### config.mk
export PLATFORM = sky130hd
export DESIGN_NAME = inv_mix_columns_seq
export DESIGN_NICKNAME = d
export VERILOG_FILES = /design/src/rtl/inv_mix_columns_seq.sv
export SDC_FILE = /design/constraint.sdc
export NUM_CORES = 1
export LEC_CHECK = 0
export CORE_MARGIN = 4
export CORE_UTILIZATION = 30
export CTS_CLUSTER_SIZE = 14
export DETAILED_ROUTE_END_ITERATION = 12
export DONT_BUFFER_PORTS = 1
export PLACE_DENSITY = 0.47
export SYNTH_ARGS = -nofsm -noshare
export SYNTH_HDL_FRONTEND = slang
export SYNTH_SLANG_ARGS = --single-unit
### constraint.sdc
create_clock -name clk -period 4 [get_ports clk]
set_input_delay 0.8 -clock clk [delete_from_list [all_inputs] [get_ports clk]]
set_output_delay 0.8 -clock clk [all_outputs]
set_load 0.1 [all_outputs]
### src/rtl/inv_mix_columns_seq.sv
// inv_mix_columns_seq: sequential AES InvMixColumns engine.
// A 128-bit state is accepted over a valid/ready handshake, transformed one
// 32-bit column per clock through a shared column datapath, and presented
// on out_state until downstream takes it.
// Optional build macro INV_MIXCOL_PARALLEL_EN: instantiates four column
// datapaths so the whole state is transformed in a single BUSY cycle.
module inv_mix_columns_seq (
  input  logic         clk,
  input  logic         rst,
  input  logic         in_valid,
  output logic         in_ready,
  input  logic [127:0] in_state,
  output logic         out_valid,
  input  logic         out_ready,
  output logic [127:0] out_state
);

  typedef enum logic [1:0] {
    IDLE = 2'd0,
    BUSY = 2'd1,
    DONE = 2'd2
  } state_t;

  state_t       state_r;
  state_t       state_nxt_s;
  logic         load_s;
  logic         step_s;
  logic [127:0] work_r;
  logic [127:0] work_step_s;
`ifndef INV_MIXCOL_PARALLEL_EN
  logic [1:0]   col_r;
  logic [31:0]  col_in_s;
  logic [31:0]  col_out_s;
`endif

  // Multiply by x in GF(2^8), reducing modulo x^8+x^4+x^3+x+1.
  function automatic logic [7:0] xtime(input logic [7:0] b);
    return {b[6:0], 1'b0} ^ (b[7] ? 8'h1b : 8'h00);
  endfunction

  // InvMixColumns of one column; byte 0 is the most significant byte.
  function automatic logic [31:0] inv_mix_col(input logic [31:0] c);
    logic [7:0] a  [4];
    logic [7:0] m9 [4];
    logic [7:0] mb [4];
    logic [7:0] md [4];
    logic [7:0] me [4];
    logic [7:0] x2;
    logic [7:0] x4;
    logic [7:0] x8;
    for (int i = 0; i < 4; i++) begin
      a[i]  = c[31-8*i -: 8];
      x2    = xtime(a[i]);
      x4    = xtime(x2);
      x8    = xtime(x4);
      m9[i] = x8 ^ a[i];
      mb[i] = x8 ^ x2 ^ a[i];
      md[i] = x8 ^ x4 ^ a[i];
      me[i] = x8 ^ x4 ^ x2;
    end
    return {me[0] ^ mb[1] ^ md[2] ^ m9[3],
            m9[0] ^ me[1] ^ mb[2] ^ md[3],
            md[0] ^ m9[1] ^ me[2] ^ mb[3],
            mb[0] ^ md[1] ^ m9[2] ^ me[3]};
  endfunction

  // Handshake outputs decode from the FSM state; only in_ready in DONE
  // looks at out_ready so a new state can enter as the old one leaves.
  assign out_valid = (state_r == DONE);
  assign in_ready  = (state_r == IDLE) | ((state_r == DONE) & out_ready);
  assign out_state = work_r;

  // FSM state register.
  always_ff @(posedge clk or posedge rst) begin
    if (rst) begin
      state_r <= IDLE;
    end else begin
      state_r <= state_nxt_s;
    end
  end

  // Next-state decode plus load/step strobes for the working register.
  always_comb begin
    state_nxt_s = state_r;
    load_s      = 1'b0;
    step_s      = 1'b0;
    case (state_r)
      IDLE: begin
        if (in_valid) begin
          state_nxt_s = BUSY;
          load_s      = 1'b1;
        end else begin
          state_nxt_s = IDLE;
        end
      end
      BUSY: begin
        step_s = 1'b1;
`ifdef INV_MIXCOL_PARALLEL_EN
        state_nxt_s = DONE;
`else
        if (col_r == 2'd3) begin
          state_nxt_s = DONE;
        end else begin
          state_nxt_s = BUSY;
        end
`endif
      end
      DONE: begin
        if (out_ready) begin
          if (in_valid) begin
            state_nxt_s = BUSY;
            load_s      = 1'b1;
          end else begin
            state_nxt_s = IDLE;
          end
        end else begin
          state_nxt_s = DONE;
        end
      end
      default: begin
        state_nxt_s = IDLE;
      end
    endcase
  end

`ifdef INV_MIXCOL_PARALLEL_EN
  // All four columns transformed at once.
  always_comb begin
    work_step_s = {inv_mix_col(work_r[127:96]), inv_mix_col(work_r[95:64]),
                   inv_mix_col(work_r[63:32]),  inv_mix_col(work_r[31:0])};
  end
`else
  // Select the column addressed by col for the shared datapath.
  always_comb begin
    case (col_r)
      2'd0:    col_in_s = work_r[127:96];
      2'd1:    col_in_s = work_r[95:64];
      2'd2:    col_in_s = work_r[63:32];
      2'd3:    col_in_s = work_r[31:0];
      default: col_in_s = 32'h0000_0000;
    endcase
  end

  assign col_out_s = inv_mix_col(col_in_s);

  // Splice the transformed column back into its slot.
  always_comb begin
    work_step_s = work_r;
    case (col_r)
      2'd0:    work_step_s[127:96] = col_out_s;
      2'd1:    work_step_s[95:64]  = col_out_s;
      2'd2:    work_step_s[63:32]  = col_out_s;
      2'd3:    work_step_s[31:0]   = col_out_s;
      default: work_step_s         = work_r;
    endcase
  end

  // Column counter: cleared on accept, advanced once per BUSY edge.
  always_ff @(posedge clk or posedge rst) begin
    if (rst) begin
      col_r <= 2'd0;
    end else if (load_s) begin
      col_r <= 2'd0;
    end else if (step_s) begin
      col_r <= col_r + 2'd1;
    end else begin
      col_r <= col_r;
    end
  end
`endif

  // Working register: captures the input on accept, then is transformed in place.
  always_ff @(posedge clk or posedge rst) begin
    if (rst) begin
      work_r <= 128'h0;
    end else if (load_s) begin
      work_r <= in_state;
    end else if (step_s) begin
      work_r <= work_step_s;
    end else begin
      work_r <= work_r;
    end
  end

endmodule

======== Yosys cells after proc, flatten, opt, wreduce, memory -nomap -nowiden ========
Index checks and enable logic that the tools add are counted.
cells by class
  add/sub/neg operators ................... 1
  equality and inequality tests ........... 5
  multiplexer cells ....................... 29
  bitwise operators ....................... 50
  reduce and logical (&&, ||, !) cells .... 11
operator list
  kind                                                             number
  8-bit XOR                                                        36
  128-bit 2-to-1 mux                                               2
  32-bit 2-to-1 mux                                                4
  32-bit one-hot mux with 4 select lines                           1
  8-bit by 5-bit XOR with 8-bit output                             12
  5-bit 2-to-1 mux                                                 12
  2-bit nonzero test                                               5
  2-bit 2-to-1 mux                                                 4
  2-bit AND reduction                                              4
  2-bit == test, second input constant                             3
  2-bit one-hot mux with 3 select lines                            1
  2-bit by 1-bit == test with 1-bit output, second input constant  2
  2-bit zero test                                                  2
  1-bit 2-to-1 mux                                                 4
  2-bit by 1-bit adder with 2-bit output, second input constant    1
  1-bit one-hot mux with 2 select lines                            1
  1-bit AND                                                        1
  1-bit bitwise OR                                                 1
word-level totals
  flip-flop bits (word level) ............. 132
  output and inout bits ................... 130

======== Logic depth before layout (Yosys ltp) ========
  word-level depth ........................ 16
  gate-level depth with buffers ........... 15

======== Worst setup path before layout ========
Ideal clock, no wire load.
  kind .................................... input to register
  from .................................... input out_ready
  to ...................................... register work_r[108], in the netlist out_state[108]
  setup time .............................. 0.083 ns
  arrival time ............................ 3.593 ns
  required time ........................... 3.917 ns
  slack ................................... 0.324 ns
  stages on the path ...................... 8
  path buffers ............................ 3
  cells stage by stage .................... inv_1 > a21oi_1 > and2_1 > clkbuf_1 > clkbuf_1 > clkbuf_1 > a22oi_1 > o21ai_0
between the ends
  longest elaborated chain between the ends .. 4
  elaborated cells between the ends (all ways) .. 6
  classes of those cells .................. mux (3); reduce/logical (3)
ends and longest elaborated chain
  item                                       RTL line  source
  start: declaration                         14        input logic out_ready,
  1-bit 2-to-1 mux (*)                       109       if (out_ready) begin
  1-bit one-hot mux with 2 select lines (*)  87        case (state_r)
  2-bit nonzero test (no source line)        -
  2-bit AND reduction (no source line)       -
  end signal: assignment                     177       work_r <= in_state;
  end signal: assignment                     179       work_r <= work_step_s;
  end signal: assignment                     181       work_r <= work_r;
  end: declaration                           28        logic [127:0] work_r;
Every way passes the cells marked *; elsewhere a longest branch is shown, timed or not.
A chain may end at the register's enable or synchronous reset.

======== Worst setup path in the final report ========
  from .................................... register col_r[0]
  to ...................................... register work_r[68], in the netlist out_state[68]
between the ends
  longest elaborated chain between the ends .. 14
  elaborated cells between the ends (all ways) .. 43
  classes of those cells .................. eq/ne (3); mux (15); bitwise (22); reduce/logical (3)
ends and longest elaborated chain
  item                                                                      RTL line  source
  start: declaration                                                        31        logic [1:0] col_r;
  start signal: assignment                                                  165       col_r <= col_r + 2'd1;
  start signal: assignment                                                  167       col_r <= col_r;
  2-bit == test (tied with other cells)                                     135       case (col_r)
  32-bit one-hot mux with 4 select lines                                    135
  8-bit by 5-bit XOR with 8-bit output                                      38        return {b[6:0], 1'b0} ^ (b[7] ? 8'h1b : 8'h00);
  5-bit 2-to-1 mux or 8-bit by 5-bit XOR with 8-bit output (tied branches)  38
  8-bit by 5-bit XOR with 8-bit output or 5-bit 2-to-1 mux (tied branches)  38
  8-bit by 5-bit XOR with 8-bit output                                      38
  8-bit XOR, on equally long branches (2 in a row)                          57, 58
  8-bit XOR (3 in a row)                                                    64        mb[0] ^ md[1] ^ m9[2] ^ me[3]};
  32-bit 2-to-1 mux                                                         149       case (col_r)
  128-bit 2-to-1 mux                                                        178       end else if (step_s) begin
  128-bit 2-to-1 mux                                                        176       end else if (load_s) begin
Several ways; a longest one is shown, not always the timed one. The select of a mux whose other input is x is not followed.

==> reports/qor.csv <==
stage;metric;value;unit
run_status;run_status;finished clean;
critical_path;cp-endpoint;out_state[68]$_DFFE_PP0P_;
clock_tree;cts_buffers;17;
clock_tree;h-tree-depth;4;
clock_tree;cts_tree;yes;
clock_tree;clk_path_buf_depth;2;
critical_path;path_max_fanout;28;
yosys;yosysSeqAreaShare;33.0;%
place;place_inst;1704;
sta;period_minus_slack;3830;ps
floorplan;core-area;32700;um2
grt;grtUsageMet3;4.80;%
critical_path;ff2ff_path_depth;12;
sta;period_share;95.7;%
yosys;yosysTopAreaCellShare;33.0;%
yosys;yosysWarnings;0;
place;place_hpwl;32700;um
sta;setup_violations;0;
drt;drtIter0Drc;1004;
drt;drc;0;
drt;wire_per_inst;24.2;um
critical_path;critical_path_class;reg -> reg;
critical_path;rrSetupSlack;170;ps
grt;grtUsageTotal;22.6;%
critical_path;cp_data_arrival_time;4170;ps
drt;firstDrtPassIters;8;
yosys;synth-async-reset-ratio;100;%
final_layout;final_nets;1417;
yosys;synth_edf_count;0;
yosys;netlist_area;10000;um2
critical_path;required;4340;ps
run;cap_violations;0;
drt;vias;9147;
grt;grt_pass1_wl;61900;um
yosys;netlist-cell-type-count;46;
critical_path;reg2reg_from;col_r[0]$_DFFE_PP0P_;
clock_tree;holdBufCountCts;0;
grt;grt_max_degree;133;
grt;grt.met2_usage;36.7;%
sta;final_max_slew_viol_count;0;
final_layout;drive_gt1_share;21.3;%
sta;max_slew.worst_pin.slew;1110;ps
sta;rsz0062_at_grt;false;
clock_tree;clock_latency;440;ps
sta;setup_tns;0;ps
floorplan;fp.dieArea;36400;um2
yosys;synthTopCellsByArea;dfrtp_1 33%, xnor2_1 16%, xor2_1 6.1%;
floorplan;die_h;191;um
floorplan;die_x;191;um
clock_tree;clkSlewWorstSetupHoldPaths;60;ps
final_layout;syn_to_final_growth;22.8;%
floorplan;placementRows;66;
grt;busiest_layer;met2;
grt;antenna_found_initial;0;
final_layout;antenna_cells;0;
yosys;ys.flop_type;dfrtp_1;
yosys;ys_ff_latch;132;
sta;timing_hold_violations_final;0;
yosys;synth_cells;1159;
critical_path;crit_path_start;col_r[0]$_DFFE_PP0P_;
critical_path;end_kind;flop;
sta;relSlewSlack;25.8;%
grt;grt_pass1_vias;9220;
critical_path;critPathLaunchType;flop;
yosys;yosysTopAreaCell;dfrtp_1;
yosys;synth_nets;1295;
floorplan;io_pins;262;
grt;grt_overflow_total;0;
critical_path;r2r_end;out_state[68]$_DFFE_PP0P_;
clock_tree;clock_sinks;132;
yosys;syn_avg_cell_area;8.64;um2
sta;finClkSkew;16.8;ps
final_layout;instances_no_fill;1736;
drt;ant_nets;0;
clock_tree;cts.root.buffer_cell;clkbuf_16;
place;io_buffers;0;
drt;via_per_inst;5.27;
floorplan;start_util;30.6;%
place;routabilityCongestion;0.971;
min_path;min_path_type;in -> async;
drt;drt-total-wl;42000;um
grt;met1_usage;31.2;%
sta;fmax;261;MHz
## through the flow
step	worst slack (ps)	cell area (um2)	hold slack (ps)	utilization [%]
floorplan	324	10000	458	-
finish	172	12300	428	37.6
CTS	26.5	12300	455	37.6
global route	6.43	12300	455	37.6
detailed placement	80.7	11700	508	35.8
global placement	103	11700	499	35.8
## worst min path at each step
stage | startpoint | end | slack [ps] | cells after the start
2_1_floorplan | state_r[1]$_DFF_PP0_ | state_r[0]$_DFF_PP0_ | 460 | 1
3_3_place_gp | state_r[1]$_DFF_PP0_ | state_r[0]$_DFF_PP0_ | 500 | 1
3_5_place_dp | state_r[1]$_DFF_PP0_ | state_r[0]$_DFF_PP0_ | 510 | 1
4_1_cts | in_state[106] | out_state[106]$_DFFE_PP0P_ | 460 | 1
5_1_grt | in_state[95] | out_state[95]$_DFFE_PP0P_ | 450 | 1
6_report | rst | out_state[32]$_DFFE_PP0P_ | 430 | 2
## flip-flops by register name (all words and copies together), names as in the netlist
signal and count:
out_state 128, col_r 2, state_r 2
## final cells by class
type                       count  area, um2
sequential                   132       3300
multi-input combinational    909       6190
tap                          442        553
fill                        3431      20400
inverter                       7       30.0
clock inverter                14        129
clock buffer                  18        439
timing repair buffer         214       1660
## layer usage
layer	part of all wire (%)	routed length (um)
met1	44	18400
met2	46	19500
met3	8.2	3460
met4	1.6	682
met5	0	0
## kinds of logic after synthesis
| logic type | synth area share (%) |
|---|---|
| XOR/XNOR | 25.9 |
| adder cells (fa/ha/maj) | 0.500 |
| multiplexers | 1.24 |
| AO/OA/AOI/OAI | 23.3 |
| buffers and inverters | 5.51 |
| AND/OR/NAND/NOR | 10.5 |
| flip-flops | 33.0 |
## placed cells by master, fill, tap and decap left out, drive strengths merged, types with 2 or more instances in the layout
cell / count
a21o: 20
a21boi: 10
mux2i: 10
clkinvlp: 4
o31ai: 10
a22o: 3
a22oi: 44
buf: 214
o21ai: 108
inv: 9
clkbuf: 18
a211oi: 16
a31oi: 21
xnor2: 181
dfrtp: 132
nor3: 10
xnor3: 14
and2: 5
nor2: 120
a222oi: 29
a21oi: 96
nor2b: 2
and3: 8
ha: 4
nand2: 121
clkinv: 7
xor2: 72
## synthesized netlist by cell type, types with 2 or more instances
library cell and n:
clkbuf_8 4, buf_2 10, a31oi_1 21, mux2i_1 9, and3_1 8, a21boi_0 9, inv_1 7, xnor3_1 14
buf_4 2, nor3_1 10, o31ai_1 2, xor2_2 2, o21ai_0 85, a21oi_1 95, buf_6 5, and2_1 4
a22oi_1 44, a222oi_1 29, ha_1 4, a211oi_1 16, xnor2_1 178, a22o_2 2, xnor2_2 3, o31ai_4 6
clkbuf_1 72, a21o_1 20, buf_1 17, o21ai_1 22, nand2_1 121, nor2_1 120, o31ai_2 2, xor2_1 70
nor2b_1 2, dfrtp_1 132
## timing repair
action | 4_1_cts | 5_1_grt
resized for setup | 0 | 2
endpoints found under the setup margin | 0 | 4
setup buffers | 0 | 0
## critical path, cell delays in order (launching register included)
cell and delay (ps):
dfrtp_1 400, inv_1 90, ha_1 290, buf_12 190, a222oi_1 410, buf_4 300
xnor2_1 120, xor2_1 170, mux2i_1 390, xnor2_2 190, xnor2_1 380, xnor3_1 600
o21ai_1 170
Power is not shown: default switching activity piles up to over one toggle a cycle in this logic, so the estimate is an artifact.
